===== src/rtl/ball_sprite.sv =====
// Per-ball pixel renderer: circular hit test against a frame-latched position,
// plus the visible / flashing / hidden lifecycle after the ball is pocketed.
module ball_sprite #(
  parameter int         BALL_SIZE    = 32,
  parameter logic [7:0] BALL_COLOR   = 8'hFF,
  parameter logic [7:0] EDGE_COLOR   = 8'h92,
  parameter int         FLASH_FRAMES = 16,
  parameter int         FLASH_PERIOD = 4
) (
  input  logic        clk,
  input  logic        resetN,
  input  logic [10:0] pixelX,
  input  logic [10:0] pixelY,
  input  logic [10:0] topLeftX,
  input  logic [10:0] topLeftY,
  input  logic        startOfFrame,
  input  logic        sunk,
  input  logic        respawn,
  output logic        drawingRequest,
  output logic [7:0]  RGBout,
  output logic        visible,
  output logic        sunkDone
);

  localparam int                 PERIOD_BIT = $clog2(FLASH_PERIOD);
  localparam logic signed [11:0] SIZE_S     = 12'(BALL_SIZE);
  localparam logic signed [31:0] U_OFFSET   = 32'(BALL_SIZE - 1);
  localparam logic signed [31:0] R_OUTER    = 32'(BALL_SIZE * BALL_SIZE);
  localparam logic signed [31:0] R_INNER    = 32'((BALL_SIZE - 4) * (BALL_SIZE - 4));
  localparam logic [7:0]         LAST_FRAME = 8'(FLASH_FRAMES - 1);

  typedef enum logic [1:0] {
    ST_VISIBLE  = 2'd0,
    ST_FLASHING = 2'd1,
    ST_HIDDEN   = 2'd2
  } state_t;

  state_t      state_r;
  logic [7:0]  frame_cnt_r;
  logic [10:0] lat_x_r;
  logic [10:0] lat_y_r;

  logic signed [11:0] ox_s;
  logic signed [11:0] oy_s;
  logic signed [31:0] u_s;
  logic signed [31:0] v_s;
  logic signed [31:0] d_s;
  logic               in_box_s;
  logic               in_circle_s;
  logic               edge_hit_s;
  logic               draw_en_s;
  logic               draw_s;

  // Circle hit test; u and v are doubled offsets from the box centre so they stay integral.
  always_comb begin
    ox_s        = signed'({1'b0, pixelX}) - signed'({1'b0, lat_x_r});
    oy_s        = signed'({1'b0, pixelY}) - signed'({1'b0, lat_y_r});
    u_s         = 32'(ox_s) * 32'sd2 - U_OFFSET;
    v_s         = 32'(oy_s) * 32'sd2 - U_OFFSET;
    d_s         = u_s * u_s + v_s * v_s;
    in_box_s    = (ox_s >= 12'sd0) && (ox_s < SIZE_S) &&
                  (oy_s >= 12'sd0) && (oy_s < SIZE_S);
    in_circle_s = in_box_s && (d_s <= R_OUTER);
    edge_hit_s  = in_circle_s && (d_s > R_INNER);
  end

  // Draw enable from lifecycle state; flashing blinks on odd FLASH_PERIOD phases.
  always_comb begin
    case (state_r)
      ST_VISIBLE:  draw_en_s = 1'b1;
      ST_FLASHING: draw_en_s = frame_cnt_r[PERIOD_BIT];
      ST_HIDDEN:   draw_en_s = 1'b0;
      default:     draw_en_s = 1'b0;
    endcase
    draw_s = in_circle_s && draw_en_s;
  end

  // Registered pixel outputs, one cycle behind the raster coordinates.
  always_ff @(posedge clk or negedge resetN) begin
    if (!resetN) begin
      drawingRequest <= 1'b0;
      RGBout         <= 8'h00;
    end else begin
      drawingRequest <= draw_s;
      if (draw_s) begin
        RGBout <= edge_hit_s ? EDGE_COLOR : BALL_COLOR;
      end else begin
        RGBout <= 8'h00;
      end
    end
  end

  // Position latch and lifecycle FSM; respawn overrides everything else.
  always_ff @(posedge clk or negedge resetN) begin
    if (!resetN) begin
      state_r     <= ST_VISIBLE;
      frame_cnt_r <= 8'd0;
      lat_x_r     <= 11'd0;
      lat_y_r     <= 11'd0;
      visible     <= 1'b1;
      sunkDone    <= 1'b0;
    end else begin
      sunkDone <= 1'b0;
      if (startOfFrame) begin
        lat_x_r <= topLeftX;
        lat_y_r <= topLeftY;
      end
      if (respawn) begin
        state_r     <= ST_VISIBLE;
        frame_cnt_r <= 8'd0;
        visible     <= 1'b1;
      end else begin
        case (state_r)
          ST_VISIBLE: begin
            if (sunk) begin
              state_r     <= ST_FLASHING;
              frame_cnt_r <= 8'd0;
            end
            visible <= 1'b1;
          end
          ST_FLASHING: begin
            if (startOfFrame) begin
              if (frame_cnt_r == LAST_FRAME) begin
                state_r  <= ST_HIDDEN;
                visible  <= 1'b0;
                sunkDone <= 1'b1;
              end else begin
                frame_cnt_r <= frame_cnt_r + 8'd1;
              end
            end
          end
          ST_HIDDEN: begin
            visible <= 1'b0;
          end
          default: begin
            state_r     <= ST_VISIBLE;
            frame_cnt_r <= 8'd0;
            visible     <= 1'b1;
          end
        endcase
      end
    end
  end

endmodule

===== config.mk =====
export PLATFORM = sky130hd
export DESIGN_NAME = ball_sprite
export DESIGN_NICKNAME = d
export VERILOG_FILES = /design/src/rtl/ball_sprite.sv
export SDC_FILE = /design/constraint.sdc
export NUM_CORES = 1
export LEC_CHECK = 0
export ABC_AREA = 1
export CAP_MARGIN = 0
export CORE_MARGIN = 5
export CORE_UTILIZATION = 35
export DETAILED_ROUTE_END_ITERATION = 8
export GPL_TIMING_DRIVEN = 0
export PLACE_DENSITY = 0.5
export SLEW_MARGIN = 40
export SYNTH_ARGS = -nofsm -noshare
export SYNTH_HDL_FRONTEND = slang
export SYNTH_SLANG_ARGS = --single-unit

===== constraint.sdc =====
create_clock -name clk -period 11.57 [get_ports clk]
set_input_delay 1.7355 -clock clk [delete_from_list [all_inputs] [get_ports clk]]
set_output_delay 1.7355 -clock clk [all_outputs]
set_load 0.02 [all_outputs]

==> Word level (Yosys, flattened, before mapping) <==
Cells that the tools add are included.
{ "totals": {"reg_bits": 43, "input_bits": 49, "output_inout_bits": 11, "elab_cells": 61} }
{ "classes": {"add_sub_neg": 6, "n_mul": 2, "n_lt_le_gt_ge": 6, "n_eq_ne": 8, "mux": 21, "n_reduce_logical": 10} }
{ "op_table": {"columns": ["cell", "count"], "rows": [
  ["14-bit by 14-bit multiplier with 28-bit output", 2],
  ["8-bit 2-to-1 mux", 5],
  ["28-bit by 28-bit adder with 29-bit output", 1],
  ["29-bit by 11-bit > comparator with 1-bit output, second input constant", 1],
  ["29-bit by 12-bit <= comparator with 1-bit output, second input constant", 1],
  ["13-bit by 6-bit subtractor with 14-bit output, second input constant", 2],
  ["12-bit by 1-bit >= comparator with 1-bit output, second input constant", 2],
  ["12-bit by 7-bit less-than comparator with 1-bit output, second input constant", 2],
  ["8-bit case mux with 3 select lines", 1],
  ["11-bit by 11-bit subtractor with 12-bit output", 2],
  ["3-bit != test, second input constant", 4],
  ["8-bit by 1-bit adder with 8-bit output, second input constant", 1],
  ["8-bit by 4-bit equality test with 1-bit output, second input constant", 1],
  ["2-bit 2-to-1 mux", 4],
  ["4-bit AND reduction", 2],
  ["1-bit 2-to-1 mux", 7],
  ["7-bit 2-to-1 mux", 1],
  ["1-bit logical AND", 6],
  ["2-bit case mux with 3 select lines", 1],
  ["1-bit case mux with 2 select lines", 2],
  ["2-bit by 1-bit equality test with 1-bit output, second input constant", 1],
  ["2-bit equality test, second input constant", 1],
  ["2-bit logical NOT", 1],
  ["2-bit != test, second input constant", 1],
  ["2-bit AND reduction", 1]
]} }

==> Depth between registers and ports, before layout <==
Gate-level depths: netlist of run 1.
{ "depth": {"depth_word": 9, "depth_mapped": 50, "ltp_nobuf": 50} }

==> Least setup slack after synthesis of run 1 <==
OpenSTA, ideal clock, no wires.
{ "synth_path": {"path_kind": "input -> register", "start": "input port pixelX[0]", "end": "register RGBout[6]", "setup_time_ns": 0.071, "t_arrival_ns": 9.817, "required_time_ns": 11.499, "path_slack_ns": 1.682, "cell_stages": 40, "path_buffers": 1, "cell_sequence": "inv_1 > ha_1 > fa_1 > o31ai_1 > xor2_1 > inv_1 > ha_1 > inv_1 > nor2_1 > inv_1 > o21ai_4 > inv_2 > buf_6 > nor2_1 > fa_1 > fa_1 > fa_1 > inv_1 > [... 4 more ...] > fa_1 > fa_1 > ha_1 > a21oi_1 > inv_1 > a21oi_1 > nor2_1 > nor2_1 > nand3b_1 > nand2_1 > nand2_1 > inv_1 > nand2_1 > nor2_1 > nand4_1 > nand2_1 > nand2_1 > nor2_1"} }
{ "synth_between": {"elab_chain_len": 9, "elab_cells_between_ends": 16, "classes_between": "3 x add/sub; 1 x mul; 4 x order compare; 2 x mux; 6 x reduce/logical"} }
{ "synth_rtl": {"columns": ["element", "line", "source"], "rows": [
  ["start: declaration", "12", "input logic [10:0] pixelX,"],
  ["11-bit by 11-bit subtractor with 12-bit output *", "56", "ox_s = signed'({1'b0, pixelX}) - signed'({1'b0, lat_x_r});"],
  ["13-bit by 6-bit subtractor with 14-bit output, or another cell as far along", "58", "u_s = 32'(ox_s) * 32'sd2 - U_OFFSET;"],
  ["14-bit by 14-bit multiplier with 28-bit output / 1-bit logical AND (equally long branches)", "60, 61", null],
  ["28-bit by 28-bit adder with 29-bit output / 1-bit logical AND (equally long branches)", "60, 61", null],
  ["29-bit by 12-bit <= comparator with 1-bit output / 1-bit logical AND (equally long branches)", "63, 62", null],
  ["1-bit logical AND", "63", "in_circle_s = in_box_s && (d_s <= R_OUTER);"],
  ["1-bit logical AND", "64", "edge_hit_s = in_circle_s && (d_s > R_INNER);"],
  ["7-bit 2-to-1 mux", "86", "RGBout <= edge_hit_s ? EDGE_COLOR : BALL_COLOR;"],
  ["8-bit 2-to-1 mux *", "85", "if (draw_s) begin"],
  ["end signal: assignment", "86", null],
  ["end: declaration", "20", "output logic [7:0] RGBout,"]
]} }
Mark *: on every way between the ends. The rest lies on a longest branch, timed or not.
A chain may end at the register's enable or synchronous reset.

==> Worst setup path in the final report of run 1 <==
{ "layout_path": {"start": "input port pixelY[0]", "end": "register RGBout[6]"} }
{ "layout_between": {"elab_chain_len": 9, "elab_cells_between_ends": 15, "classes_between": "3 x add/sub; 1 x mul; 4 x order compare; 2 x mux; 5 x reduce/logical"} }
{ "layout_rtl": {"columns": ["element", "line", "source"], "rows": [
  ["start: declaration", "13", "input logic [10:0] pixelY,"],
  ["11-bit by 11-bit subtractor with 12-bit output *", "57", "oy_s = signed'({1'b0, pixelY}) - signed'({1'b0, lat_y_r});"],
  ["13-bit by 6-bit subtractor with 14-bit output", "59", "v_s = 32'(oy_s) * 32'sd2 - U_OFFSET;"],
  ["14-bit by 14-bit multiplier with 28-bit output", "60", "d_s = u_s * u_s + v_s * v_s;"],
  ["28-bit by 28-bit adder with 29-bit output", "60", null],
  ["29-bit by 12-bit <= comparator with 1-bit output", "63", null],
  ["1-bit logical AND", "63", null],
  ["1-bit logical AND", "64", null],
  ["7-bit 2-to-1 mux", "86", null],
  ["8-bit 2-to-1 mux *", "85", null]
]} }
Marks and branches as above.

==> results of run 1 <==
-- area by class of cell --
| type | count | area, sq um | share of cell area |
|---|---|---|---|
| buffer | 29 | 178.9 | 0.009339 |
| clock buffer | 7 | 152.6 | 0.007968 |
| clock inverter | 1 | 30.03 | 0.001567 |
| inverter | 618 | 2338 | 0.1221 |
| multi-input combinational | 1342 | 13980 | 0.7300 |
| sequential | 36 | 902.1 | 0.04709 |
| tap | 664 | 830.8 | 0.04336 |
| timing repair buffer | 79 | 740.7 | 0.03866 |
-- Yosys cell counts, types with 3 or more instances --
cell type | count | area (sq um)
a21o_1 | 3 | 22.52
a21oi_1 | 50 | 250.2
a21oi_2 | 4 | 35.03
buf_2 | 5 | 25.02
buf_4 | 7 | 52.55
buf_6 | 4 | 45.04
clkbuf_1 | 12 | 45.04
clkinv_1 | 5 | 18.77
dfrtp_1 | 35 | 875.8
fa_1 | 400 | 8008
ha_1 | 161 | 2014
inv_1 | 606 | 2275
inv_2 | 7 | 26.28
nand2_1 | 314 | 1179
nand2_2 | 5 | 31.28
nand3_1 | 49 | 245.2
nand3b_1 | 6 | 45.04
nand4_1 | 14 | 87.58
nor2_1 | 182 | 683.2
nor2_2 | 3 | 18.77
nor3_1 | 12 | 60.06
nor3_2 | 3 | 30.03
o21ai_0 | 49 | 245.2
o21bai_1 | 5 | 37.54
or2_2 | 10 | 62.56
xnor2_1 | 12 | 105.1
xor2_1 | 21 | 183.9
xor2_2 | 5 | 81.33
-- through the flow --
| step | setup TNS, ps | area, sq um | utilization | worst slack, ps |
|---|---|---|---|---|
| finish | 0 | 19160 | 0.3922 | 505.5 |
| global route | -27.05 | 19160 | 0.3922 | -27.05 |
| CTS | 0 | 18890 | 0.3868 | 41.64 |
| detailed placement | -1763 | 18660 | 0.3819 | -908.2 |
| global placement | -1721 | 18630 | 0.3814 | -883.7 |
| floorplan | 0 | 17220 | - | 1682 |
-- kinds of logic after synthesis --
| logic type | count (synthesis) |
|---|---|
| fa+ha+maj | 561 |
| mux | 1 |
| other cells | 1 |
| compound gates | 125 |
| simple gates | 612 |
| flops | 36 |
| xor+xnor | 42 |
| buf+inv | 647 |
-- worst max-delay path by stage --
stage | from | end | slack (ps)
detailed placement | pixelY[0] | RGBout[6] | -910
floorplan | pixelX[0] | RGBout[6] | 1680
global placement | pixelY[0] | RGBout[6] | -880
CTS | pixelY[0] | RGBout[6] | 40
global route | pixelY[0] | RGBout[6] | -30
finish | pixelY[0] | RGBout[6] | 510
-- layer usage --
layer | vias up | routed length, um | part of all wire
met4 | 0 | 720 | 0.016
met5 | - | 0 | 0
met3 | 34 | 1626 | 0.035
met2 | 187 | 22420 | 0.49
met1 | 6347 | 21130 | 0.46
li1 | 6020 | - | -
-- sequential cells by signal (all words and copies together), names as in the netlist --
register     cells
lat_x_r         11
lat_y_r         11
frame_cnt_r      8
RGBout           2
state_r          2
sunkDone         1
visible          1
-- worst max-delay path, delay by kind of cell --
kind / cells / cell delay [ps]
adder cells (fa/ha/maj): 12 / 5380
AND/OR/NAND/NOR: 17 / 1820
buffers and inverters: 9 / 1250
AO/OA/AOI/OAI: 4 / 710
XOR/XNOR: 1 / 400
-- repair_timing --
action	4_1_cts	5_1_grt
pin swaps	0	4
resized for setup	12	36
buffers inserted	2	17
setup endpoints to repair	2	2
==> metrics, run 1 <==
Hold Startpoint visible; CP max-delay cell fa_1; CP peak stage delay 670 ps; worst r2r src lat_x_r[0]; Inst Count DP 2749; Max-Cap Viols 0; worst skew pair latency 280 ps; clk buf depth 2; non-filler cells, final 2776; CP dominant cell by count nand2_1; number of flops mapped to enable cells by yosys 0; fin. max-slew vios 0; initial antenna violation count 0; Fillers 5084; Hold Slack 507.9 ps; endpoints failing setup 0; Core ar. 0.04885 sq mm; mux contribution to synthesized area 0.0005813; critical path class primary input to flip-flop; Pre-Repair DR Iteration Count 6; grt met1 use 0.2511; average wire per standard cell 16.53 um; FP Rows 81; Crit. End Element flip-flop; Slew HR 0.4594; antenna-violating nets left 0; worst endpoint required time 11770 ps; commonest non-fill, non-tap cell in the layout inv_1; CTS root buf clkbuf_16; Worst Max-Slew Pin Slew 810.9 ps; fin crit share 0.9563; clk_skew 7.574 ps; Post-Syn Instances 2025; final hold violations 0; yosys warns 0; Syn Nets 2635; Seq/Total Area, Yosys 0.05239; total CTS buffers 5; chip height 231.8 um; Initial Util 0.3525; FF-to-FF End RGBout[6]; DRT Wirelength 45900 um; nets@finish 2721; GPL Wtd Cong 0.8947; total grt overflow 0; routed via count 12.59k; clock sink count 36; vias in the first global route 13.98k; met3 Use GR 0.02152; Synth cell types 54; Hold Path Cell Cnt 2; total I/O pin count 60; drc violations 0; critical path fanouts, max 9; Compound-Gate Fraction of Synth Area 0.04207; commonest non-fill, non-tap cells in the layout inv_1 (601), fa_1 (393), nand2_1 (311); Reg2Reg Depth 38; Fmax 0.09038 GHz; # port buffers 58; largest family of logic cells by synthesized area adder cells; GR peak layer met2; Synth Area in Simple Gates 0.1501; layout cells sized above 1 0.06534; CTS tree yes; Worst Hold End visible; Post-CTS Hold Buffers 0; asr flop ratio synth 1.000; met2 GRT Util 0.3057; Vias per Instance 4.535; worst hold path class flip-flop to flip-flop; Final min period 11060 ps; CTS HTree Levels 2; status finished, final reports clean; dpl hpwl 41030 um; pin count of the biggest net entering global routing 23; global-route wire length before repair 75760 um; worst reg-to-reg setup slack 2050 ps; most used flip-flop cell after synthesis dfrtp_1; die width 231.8 um; startpoint types primary input; #FFs+latches synth 36; Layout area overhead 11.26%; area share of fa/ha/maj cells after synthesis 0.5820; Avg Cell Area, Syn 8.503 sq um; Initial DRC Count 589; XOR/XNOR Fraction of Synth Area 0.02790; DIE AREA 0.05373 sq mm; crit path DAT 11270 ps; antenna cells 0; CTS clk-pin slew, worst paths 60 ps; Total GRT Usage 0.1788; Syn Std Cell Area 0.01722 sq mm
Power of run 1 is left out: the tool's default activity adds up to more than one toggle a clock period on the data nets, which glitch-free logic cannot reach.
==> inputs of run 2 (changes only) <==
ABC_CLOCK_PERIOD_IN_PS = 11570   (was default)
==> results of run 2 <==
The final DEF is identical to that of run 1; final timing and power are the same.
Power of run 2 is left out for the same reason.
